$ cat src/rtl/module_display_scan_if.sv
`default_nettype none
// ============================================================================
//  Module      : module_display_scan_if
//  Description : Load/display bundle for the 8-digit 7-segment scan controller.
//                The slave side belongs to the scan controller. The master side
//                belongs to whatever drives the value and reads the display pins.
//  Revision    : 1.0  initial release
// ============================================================================
interface module_display_scan_if;
  logic [31:0] data_i;
  logic [7:0]  dp_i;
  logic [7:0]  en_i;
  logic        load_i;
  logic        pending_o;
  logic        frame_o;
  logic [7:0]  seg;
  logic [7:0]  an;

  modport slave (
    input  data_i, dp_i, en_i, load_i,
    output pending_o, frame_o, seg, an
  );

  modport master (
    output data_i, dp_i, en_i, load_i,
    input  pending_o, frame_o, seg, an
  );
endinterface
`default_nettype wire

$ cat src/rtl/module_display_scan.sv
`default_nettype none
// ============================================================================
//  Module      : module_display_scan (+ module_deco_7seg)
//  Description : Time-multiplexed scan controller for an 8-digit common-anode
//                7-segment display. New values are staged and are promoted
//                only at a frame boundary, so the display never tears.
//  Revision    : 1.0  initial release
// ============================================================================

// Hex nibble to active-low segments {g,f,e,d,c,b,a}
module module_deco_7seg (
  input  wire logic [3:0] nibble_i,
  output logic      [6:0] seg_o
);
  // Pure lookup; a lit segment is driven low
  always_comb begin
    seg_o = 7'h7F;
    case (nibble_i)
      4'h0: seg_o = 7'h40;
      4'h1: seg_o = 7'h79;
      4'h2: seg_o = 7'h24;
      4'h3: seg_o = 7'h30;
      4'h4: seg_o = 7'h19;
      4'h5: seg_o = 7'h12;
      4'h6: seg_o = 7'h02;
      4'h7: seg_o = 7'h78;
      4'h8: seg_o = 7'h00;
      4'h9: seg_o = 7'h10;
      4'hA: seg_o = 7'h08;
      4'hB: seg_o = 7'h03;
      4'hC: seg_o = 7'h46;
      4'hD: seg_o = 7'h21;
      4'hE: seg_o = 7'h06;
      4'hF: seg_o = 7'h0E;
      default: seg_o = 7'h7F;
    endcase
  end
endmodule

module module_display_scan #(
  parameter int SLOT_CYC  = 12500,
  parameter int BLANK_CYC = 64
) (
  input  wire logic             clk,
  input  wire logic             rst_n,
  module_display_scan_if.slave  bus
);
  localparam int              CW           = $clog2(SLOT_CYC);
  localparam logic [CW-1:0]   C_CNT_LAST   = CW'(SLOT_CYC - 1);
  localparam logic [CW-1:0]   C_BLANK_LAST = CW'(BLANK_CYC - 1);

  typedef enum logic [0:0] {
    S_BLANK = 1'b0,
    S_SHOW  = 1'b1
  } state_t;

  state_t        state_q, state_d;
  logic [CW-1:0] cnt_q, cnt_d;
  logic [2:0]    digit_q, digit_d;
  logic [31:0]   act_data_q, act_data_d, pend_data_q, pend_data_d;
  logic [7:0]    act_dp_q, act_dp_d, pend_dp_q, pend_dp_d;
  logic [7:0]    act_en_q, act_en_d, pend_en_q, pend_en_d;
  logic          pending_q, pending_d;
  logic          frame_q, frame_d;
  logic [7:0]    seg_q, seg_d;
  logic [7:0]    an_q, an_d;

  logic          slot_last;
  logic          frame_wrap;
  logic [3:0]    nibble;
  logic [6:0]    deco_seg;

  assign slot_last  = (cnt_q == C_CNT_LAST);
  assign frame_wrap = slot_last && (digit_q == 3'd7);
  assign nibble     = act_data_q[{digit_q, 2'b00} +: 4];

  module_deco_7seg u_deco (
    .nibble_i (nibble),
    .seg_o    (deco_seg)
  );

  // Slot timing, blank/show sequencing and digit stepping
  always_comb begin
    cnt_d   = slot_last ? '0 : cnt_q + CW'(1);
    digit_d = slot_last ? digit_q + 3'd1 : digit_q;
    state_d = state_q;
    case (state_q)
      S_BLANK: if (cnt_q == C_BLANK_LAST) state_d = S_SHOW;
      S_SHOW:  if (slot_last)             state_d = S_BLANK;
      default: state_d = S_BLANK;
    endcase
  end

  // Staging: loads land in pending; the frame boundary promotes pending to
  // active, and a load coinciding with the boundary goes straight to active.
  always_comb begin
    pend_data_d = pend_data_q;
    pend_dp_d   = pend_dp_q;
    pend_en_d   = pend_en_q;
    pending_d   = pending_q;
    act_data_d  = act_data_q;
    act_dp_d    = act_dp_q;
    act_en_d    = act_en_q;
    if (frame_wrap) begin
      pending_d = 1'b0;
      if (bus.load_i) begin
        act_data_d = bus.data_i;
        act_dp_d   = bus.dp_i;
        act_en_d   = bus.en_i;
      end else if (pending_q) begin
        act_data_d = pend_data_q;
        act_dp_d   = pend_dp_q;
        act_en_d   = pend_en_q;
      end
    end else if (bus.load_i) begin
      pend_data_d = bus.data_i;
      pend_dp_d   = bus.dp_i;
      pend_en_d   = bus.en_i;
      pending_d   = 1'b1;
    end
  end

  // Pin values for the current slot position; registered one cycle later
  always_comb begin
    frame_d = frame_wrap;
    an_d    = 8'hFF;
    seg_d   = 8'hFF;
    if (state_q == S_SHOW && act_en_q[digit_q]) begin
      an_d  = ~(8'h01 << digit_q);
      seg_d = {~act_dp_q[digit_q], deco_seg};
    end
  end

  // All state and registered pins; reset blanks the display immediately
  always_ff @(posedge clk or negedge rst_n) begin
    if (!rst_n) begin
      state_q     <= S_BLANK;
      cnt_q       <= '0;
      digit_q     <= 3'd0;
      act_data_q  <= '0;
      act_dp_q    <= '0;
      act_en_q    <= '0;
      pend_data_q <= '0;
      pend_dp_q   <= '0;
      pend_en_q   <= '0;
      pending_q   <= 1'b0;
      frame_q     <= 1'b0;
      seg_q       <= 8'hFF;
      an_q        <= 8'hFF;
    end else begin
      state_q     <= state_d;
      cnt_q       <= cnt_d;
      digit_q     <= digit_d;
      act_data_q  <= act_data_d;
      act_dp_q    <= act_dp_d;
      act_en_q    <= act_en_d;
      pend_data_q <= pend_data_d;
      pend_dp_q   <= pend_dp_d;
      pend_en_q   <= pend_en_d;
      pending_q   <= pending_d;
      frame_q     <= frame_d;
      seg_q       <= seg_d;
      an_q        <= an_d;
    end
  end

  assign bus.pending_o = pending_q;
  assign bus.frame_o   = frame_q;
  assign bus.seg       = seg_q;
  assign bus.an        = an_q;
endmodule
`default_nettype wire

$ cat src/flat_wrapper.sv
// flat-port wrapper written by rule: the top's interface ports become plain ports
module module_display_scan_flat 
#(
  parameter int SLOT_CYC  = 12500,
  parameter int BLANK_CYC = 64
)
  (clk, rst_n, bus_data_i, bus_dp_i, bus_en_i, bus_load_i, bus_pending_o, bus_frame_o, bus_seg, bus_an);
  module_display_scan_if bus_i ();
  input  wire logic clk;
  input  wire logic rst_n;
  input wire logic [$bits(bus_i.data_i)-1:0] bus_data_i;
  input wire logic [$bits(bus_i.dp_i)-1:0] bus_dp_i;
  input wire logic [$bits(bus_i.en_i)-1:0] bus_en_i;
  input wire logic [$bits(bus_i.load_i)-1:0] bus_load_i;
  output wire logic [$bits(bus_i.pending_o)-1:0] bus_pending_o;
  output wire logic [$bits(bus_i.frame_o)-1:0] bus_frame_o;
  output wire logic [$bits(bus_i.seg)-1:0] bus_seg;
  output wire logic [$bits(bus_i.an)-1:0] bus_an;
  assign bus_i.data_i = bus_data_i;
  assign bus_i.dp_i = bus_dp_i;
  assign bus_i.en_i = bus_en_i;
  assign bus_i.load_i = bus_load_i;
  assign bus_pending_o = bus_i.pending_o;
  assign bus_frame_o = bus_i.frame_o;
  assign bus_seg = bus_i.seg;
  assign bus_an = bus_i.an;
  module_display_scan #(.SLOT_CYC(SLOT_CYC), .BLANK_CYC(BLANK_CYC)) u_core (.clk(clk), .rst_n(rst_n), .bus(bus_i));
endmodule
$ cat config.mk
export PLATFORM = sky130hd
export DESIGN_NAME = module_display_scan_flat
export DESIGN_NICKNAME = d
export VERILOG_FILES = /design/src/rtl/module_display_scan_if.sv /design/src/rtl/module_display_scan.sv /design/src/flat_wrapper.sv
export SDC_FILE = /design/constraint.sdc
export NUM_CORES = 1
export LEC_CHECK = 0
export BUFFER_PORTS_ARGS = -buffer_cell sky130_fd_sc_hd__buf_2
export CAP_MARGIN = 20
export CORE_ASPECT_RATIO = 1.4
export CORE_UTILIZATION = 59
export CTS_CLUSTER_DIAMETER = 40
export DETAILED_ROUTE_END_ITERATION = 7
export GPL_ROUTABILITY_DRIVEN = 0
export PLACE_DENSITY = 0.88
export SLEW_MARGIN = 40
export SYNTH_ARGS = -nofsm -noshare
export SYNTH_HDL_FRONTEND = slang
export SYNTH_SLANG_ARGS = --single-unit
export TNS_END_PERCENT = 1
$ cat constraint.sdc
create_clock -name clk -period 3.06 [get_ports clk]
set_input_delay 0.153 -clock clk [delete_from_list [all_inputs] [get_ports clk]]
set_output_delay 0.153 -clock clk [all_outputs]
set_load 0.005 [all_outputs]
==> flow_summary_export.csv, run 1 <==
group,metric,value,unit
outcome,status,"complete, no violations",
placed_design,placed_cell_area,0.00681,mm^2
clock_network,htreeDepth,4,
detailed_routing,drc,0,
die,rows,44,
logic_synthesis,synth.cell_area,0.00629,mm^2
global_route,grt_pass1_vias,4490,
detailed_routing,route.vias.total,4097,
logic_synthesis,synth_top_area_share,46.2,%
global_route,grt.overflow.total,0,
timing,skew,6.71,ps
power,peakVddDrop,0.404,mV
placed_design,port_buffers,68,
clock_network,path_clk_slew,50,ps
timing,rsz0062_at_grt,"false",
clock_network,cts_setup_buffers,0,
global_route,grt_util_all_layers,28.1,%
logic_synthesis,yosysWarnings,0,
clock_network,cts_made_buffers,17,
setup_path,start_kind,"flop",
setup_path,end_kind,"flop",
timing,worstMarginPinSlew,724,ps
finish,num_antenna_cells,0,
detailed_routing,routed_wl,13900,um
logic_synthesis,synth_cells,441,
detailed_routing,viasPerCell,5.78,
timing,finalSetupViolCount,0,
logic_synthesis,ys_seq_area_share,52.8,%
logic_synthesis,synth_edf_count,0,
setup_path,crit_type,"reg -> reg",
placed_design,dp_hpwl,8370,um
setup_path,cp.arrival,2970,ps
die,start_util,60.8,%
die,core_area,0.0103,mm^2
clock_network,postCtsHoldBufs,42,
die,die_y,124,um
logic_synthesis,ys_types,43,
die,die_area,0.0111,mm^2
global_route,antenna_found_initial,0,
setup_path,required,3400,ps
setup_path,crit_chain,"mux4_2 > nand2_1 > nand2_1 > inv_1 > ha_1 > nor3_1 > a211oi_1 > o21ai_0",
die,io_pins,69,
timing,fin_tns_setup,0,ps
logic_synthesis,syn-num-nets,505,
clock_network,cts_resized,0,
logic_synthesis,synth_seq_cells,132,
timing,fmax,0.380,GHz
setup_path,crit_buf_inv,1,
finish,stdcell_area,0.00780,mm^2
finish,postLayoutCoreUtil,75.4,%
timing,fin_crit_sh,85.9,%
timing,maxSlewViolCount,0,
worst_hold_path,hp-class,"in -> reg",
clock_network,ctsRootBufferMaster,"clkbuf_16",
die,die_w,89.3,um
global_route,grt_max_degree,77,
finish,drive_gt1_share,49.7,%
detailed_routing,dr.pass1.iters,4,
finish,syn_to_final_growth,24.1,%
clock_network,clock-sinks,132,
logic_synthesis,synthArstFlopShare,100,%
setup_path,ff2ff_setup_slack,430,ps
timing,finalWorstSetupSlack,430,ps
logic_synthesis,synth_area_per_cell,14.3,um^2
power,leakage,3.59,nW
setup_path,critical_path.most_common_cell,"nand2_1",
logic_synthesis,yosys.area.top_type,"dfrtp_1",
run,maxCapViolations,0,
setup_path,path_delay_family,"flip-flops",
setup_path,crit_slowest_cell,"dfrtp_1",
timing,slew_headroom,51.6,%
setup_path,crit_fanout,12,
setup_path,slowest_delay,750,ps
detailed_routing,antenna_left,0,
placed_design,pre_cts_ws,521,ps
timing,period_needed,2630,ps
finish,nets,622,
global_route,grt_pass1_wl,22600,um
logic_synthesis,synth.area.top_cells,"dfrtp_1, mux2_2, dfstp_2",
clock_network,clk_latency,420,ps
timing,hold_violations,0,
clock_network,clock_path_buffers,2,
detailed_routing,drtIter0Drc,212,
power,p_per_area,533,mW/mm^2
logic_synthesis,synth_ff_type,"dfrtp_1",
finish,fillers,630,
detailed_routing,wl_per_cell,19.6,um
clock_network,cts_tree,"yes",
-- state kept, by name, indices dropped and copies added, names as in the netlist, 3 cells and up --
| signal | count |
|---|---|
| u_core.pend_en_q | 8 |
| u_core.bus.an | 8 |
| u_core.pend_dp_q | 8 |
| u_core.act_data_q | 32 |
| u_core.digit_q | 3 |
| u_core.act_en_q | 8 |
| u_core.act_dp_q | 8 |
| u_core.bus.seg | 8 |
| u_core.cnt_q | 14 |
| u_core.pend_data_q | 32 |
-- final cells by class --
cell class / count / area [um^2] / share of cell area (%)
clock inverters: 11 / 135 / 1.73
flip-flops and latches: 132 / 3320 / 42.6
clock buffers: 21 / 440 / 5.64
multi-input cells: 278 / 2810 / 36.0
well taps: 138 / 173 / 2.21
inverters: 8 / 30.0 / 0.385
repair buffers: 121 / 890 / 11.4
-- worst register-to-register path, delay by kind of cell, from the launching register on --
family,cells,cell delay (ps)
fa+ha+maj,1,260
simple gates,3,520
mux,1,590
compound gates,2,260
flops,1,750
buf+inv,1,170
-- routing by layer --
layer	up-vias	GRT usage [%]	wire length (um)	share of wire, %
met2	123	49.0	7610	55
met5	-	0	0	0
met3	40	6.43	504	3.6
li1	1820	-	-	-
met4	0	14.3	438	3.2
met1	2114	32.0	5330	38
-- synth_stat cells, types with 2 or more instances --
master,count
a211oi_1,2
a21oi_1,3
and3_1,5
and4_1,2
buf_2,6
buf_6,6
clkbuf_1,11
dfrtp_1,116
dfstp_2,16
ha_1,13
inv_1,7
mux2_1,3
mux2_2,124
mux2_4,20
mux2i_1,7
mux4_2,10
nand2_1,24
nand3_1,7
nand4_1,2
nor2_1,11
nor2b_1,3
nor3_1,5
o21ai_0,5
o221ai_1,4
xnor2_1,9
xor2_1,3
-- where the power goes --
part / switching [mW] / internal (mW)
clock: 0.738 / 1.27
sequential: 0.0336 / 1.81
combinational: 0.130 / 0.177
total: 0.902 / 3.26
-- cell families (layout without fill, tap and decap cells) --
family	count (synthesis)	in the layout	share of synthesized area [%]
flops	132	132	52.8
buf+inv	31	161	2.69
simple gates	66	66	5.41
xor+xnor	12	12	1.67
compound gates	23	23	2.59
mux	164	164	32.2
fa+ha+maj	13	13	2.59
-- path summary, 6_finish.rpt --
path | startpoint | end | cells past startpoint
worst min-delay path | bus_dp_i[7] | u_core.pend_dp_q[7] | 2
max in group asynchronous | rst_n | u_core.bus.an[1] | 3
worst max-delay path | u_core.digit_q[0] | u_core.bus.seg[3] | 8
min in group asynchronous | rst_n | u_core.cnt_q[4] | 2
worst max register to register | u_core.digit_q[0] | u_core.bus.seg[3] | 8
worst min register to register | u_core.pend_dp_q[0] | u_core.pend_dp_q[0] | 1
-- cells in the final DEF, fill, tap and decap left out, drive strengths merged, types with 2 or more instances in the layout --
cell type / n
a211oi: 2
a21oi: 3
and3: 5
and4: 2
buf: 79
bufinv: 3
clkbuf: 21
clkinv: 6
clkinvlp: 2
dfrtp: 116
dfstp: 16
dlygate4sd3: 42
ha: 13
inv: 8
mux2: 147
mux2i: 7
mux4: 10
nand2: 24
nand3: 7
nand4: 2
nor2: 11
nor2b: 3
nor3: 5
o21ai: 6
o221ai: 4
or4: 2
xnor2: 9
xor2: 3
-- stage by stage --
stage,hold WS (ps),instances,power [mW]
2_1_floorplan,-143,441,2.02
3_3_place_gp,342,633,2.12
3_5_place_dp,221,635,2.13
4_1_cts,0.692,709,4.16
5_1_grt,2.64,709,4.28
6_report,6.84,709,4.16
(Power assumes the default switching activity.)
==> inputs of run 2 (changes only) <==
- HOLD_SLACK_MARGIN: not set -> 0.02
==> run 2 against run 1 <==
- sequential share of layout area is 0.38 points lower
- global-route usage rose by 0.12 points
- clock skew increased by 3.4 ps
- worst hold slack gained 250 ps
- sequential power barely moved
==> flow_summary_export.csv, run 2 (synthesis gave the netlist of run 1 again) <==
group,metric,value,unit
outcome,status,"complete, no violations",
global_route,grt_pass1_wl,22600,um
timing,slew_headroom,53.5,%
detailed_routing,antenna_left,0,
clock_network,clock_path_buffers,2,
detailed_routing,dr.pass1.iters,4,
global_route,met3_usage,5.77,%
timing,fin_crit_sh,85.8,%
clock_network,clock-sinks,132,
clock_network,cts_made_buffers,17,
setup_path,crit_fanout,12,
power,p_total,4.16,mW
placed_design,dp_hpwl,8370,um
detailed_routing,routed_wl,14100,um
clock_network,cts_setup_buffers,0,
global_route,grt_most_used_layer,"met2",
die,core_area,0.0103,mm^2
timing,rsz0062_at_grt,"false",
finish,layout_commonest_cell,"mux2_2",
global_route,grt_use_met2,49.1,%
timing,skew,10.1,ps
timing,fmax,0.381,GHz
finish,num_antenna_cells,0,
timing,maxSlewViolCount,0,
die,rows,44,
global_route,met1_usage,33.1,%
detailed_routing,viasPerCell,5.72,
setup_path,reg2reg_depth,8,
finish,nets,629,
worst_hold_path,hp-class,"in -> reg",
placed_design,port_buffers,68,
die,io_pins,69,
worst_hold_path,hold_depth,3,
setup_path,cp.arrival,2970,ps
placed_design,dp.cells,635,
detailed_routing,wl_per_cell,19.6,um
global_route,antenna_found_initial,0,
placed_design,placed_cell_area,0.00681,mm^2
power,leakage,3.62,nW
global_route,grt_pass1_vias,4468,
clock_network,clk_latency,420,ps
detailed_routing,route.vias.total,4093,
timing,whs,259,ps
detailed_routing,drc,0,
timing,finalSetupViolCount,0,
timing,period_needed,2630,ps
global_route,grt_max_degree,77,
timing,fin_tns_setup,0,ps
timing,worstMarginPinSlew,698,ps
finish,largestRegisters,"u_core.act_data_q x32, u_core.pend_data_q x32, u_core.cnt_q x14",
timing,hold_violations,0,
die,die_w,89.3,um
global_route,grt_util_all_layers,28.3,%
clock_network,cts_resized,0,
power,p_per_area,529,mW/mm^2
clock_network,ctsRootBufferMaster,"clkbuf_16",
finish,layout_common_cells,"mux2_2, dfrtp_1, buf_2",
clock_network,cts_tree,"yes",
setup_path,end_kind,"flop",
clock_network,postCtsHoldBufs,49,
finish,drive_gt1_share,49.1,%
setup_path,start_kind,"flop",
finish,syn_to_final_growth,25.2,%
die,start_util,60.8,%
finish,stdcell_area,0.00787,mm^2
global_route,grt.overflow.total,0,
detailed_routing,drtIter0Drc,228,
power,peakVddDrop,0.403,mV
clock_network,path_clk_slew,50,ps
setup_path,required,3400,ps
die,die_y,124,um
finish,layout.cells.non_filler,716,
clock_network,htreeDepth,4,
die,die_area,0.0111,mm^2
setup_path,crit_type,"reg -> reg",
run,maxCapViolations,0,
## run 2: critical path: stages, from the launching register on
cell and delay (ps):
dfrtp_1 740, mux4_2 580, nand2_1 90, nand2_1 190
inv_1 170, ha_1 260, nor3_1 240, a211oi_1 90
o21ai_0 180
## run 2: where the power goes
part           internal (mW)  switching, mW  total (mW)  leakage, nW
Sequential              1.81         0.0342        1.85         1.66
Clock                   1.27          0.733        2.00        0.280
Combinational          0.183          0.132       0.315         1.68
Total                   3.26          0.900        4.16         3.62
## run 2: layout make-up
type | instances | area [um^2]
Tap cell | 138 | 173
Multi-Input combinational cell | 278 | 2810
Inverter | 8 | 30.0
Timing Repair Buffer | 128 | 960
Fill cell | 612 | 2480
Sequential cell | 132 | 3320
Clock buffer | 21 | 440
Clock inverter | 11 | 135
## run 2: final timing paths
path / from / to / slack (ps)
max in group asynchronous: rst_n / u_core.bus.seg[5] / 1920
max: u_core.digit_q[0] / u_core.bus.seg[3] / 430
min in group asynchronous: rst_n / u_core.cnt_q[4] / 320
max reg2reg: u_core.digit_q[0] / u_core.bus.seg[3] / 430
min reg2reg: u_core.pend_data_q[23] / u_core.pend_data_q[23] / 490
min: bus_load_i / u_core.act_en_q[2] / 260
## run 2: stage by stage
step,utilization (%),worst slack [ps]
after floorplan,-,534
after global placement,65.4,626
after detailed placement,65.8,521
after CTS,76.1,438
after global routing,76.1,283
final,76.1,433
## run 2: routing by layer
| metal | vias to the layer above | wire length, um |
|---|---|---|
| li1 | 1830 | - |
| met1 | 2089 | 5430 |
| met2 | 137 | 7530 |
| met3 | 37 | 643 |
| met4 | 0 | 462 |
| met5 | - | 0 |
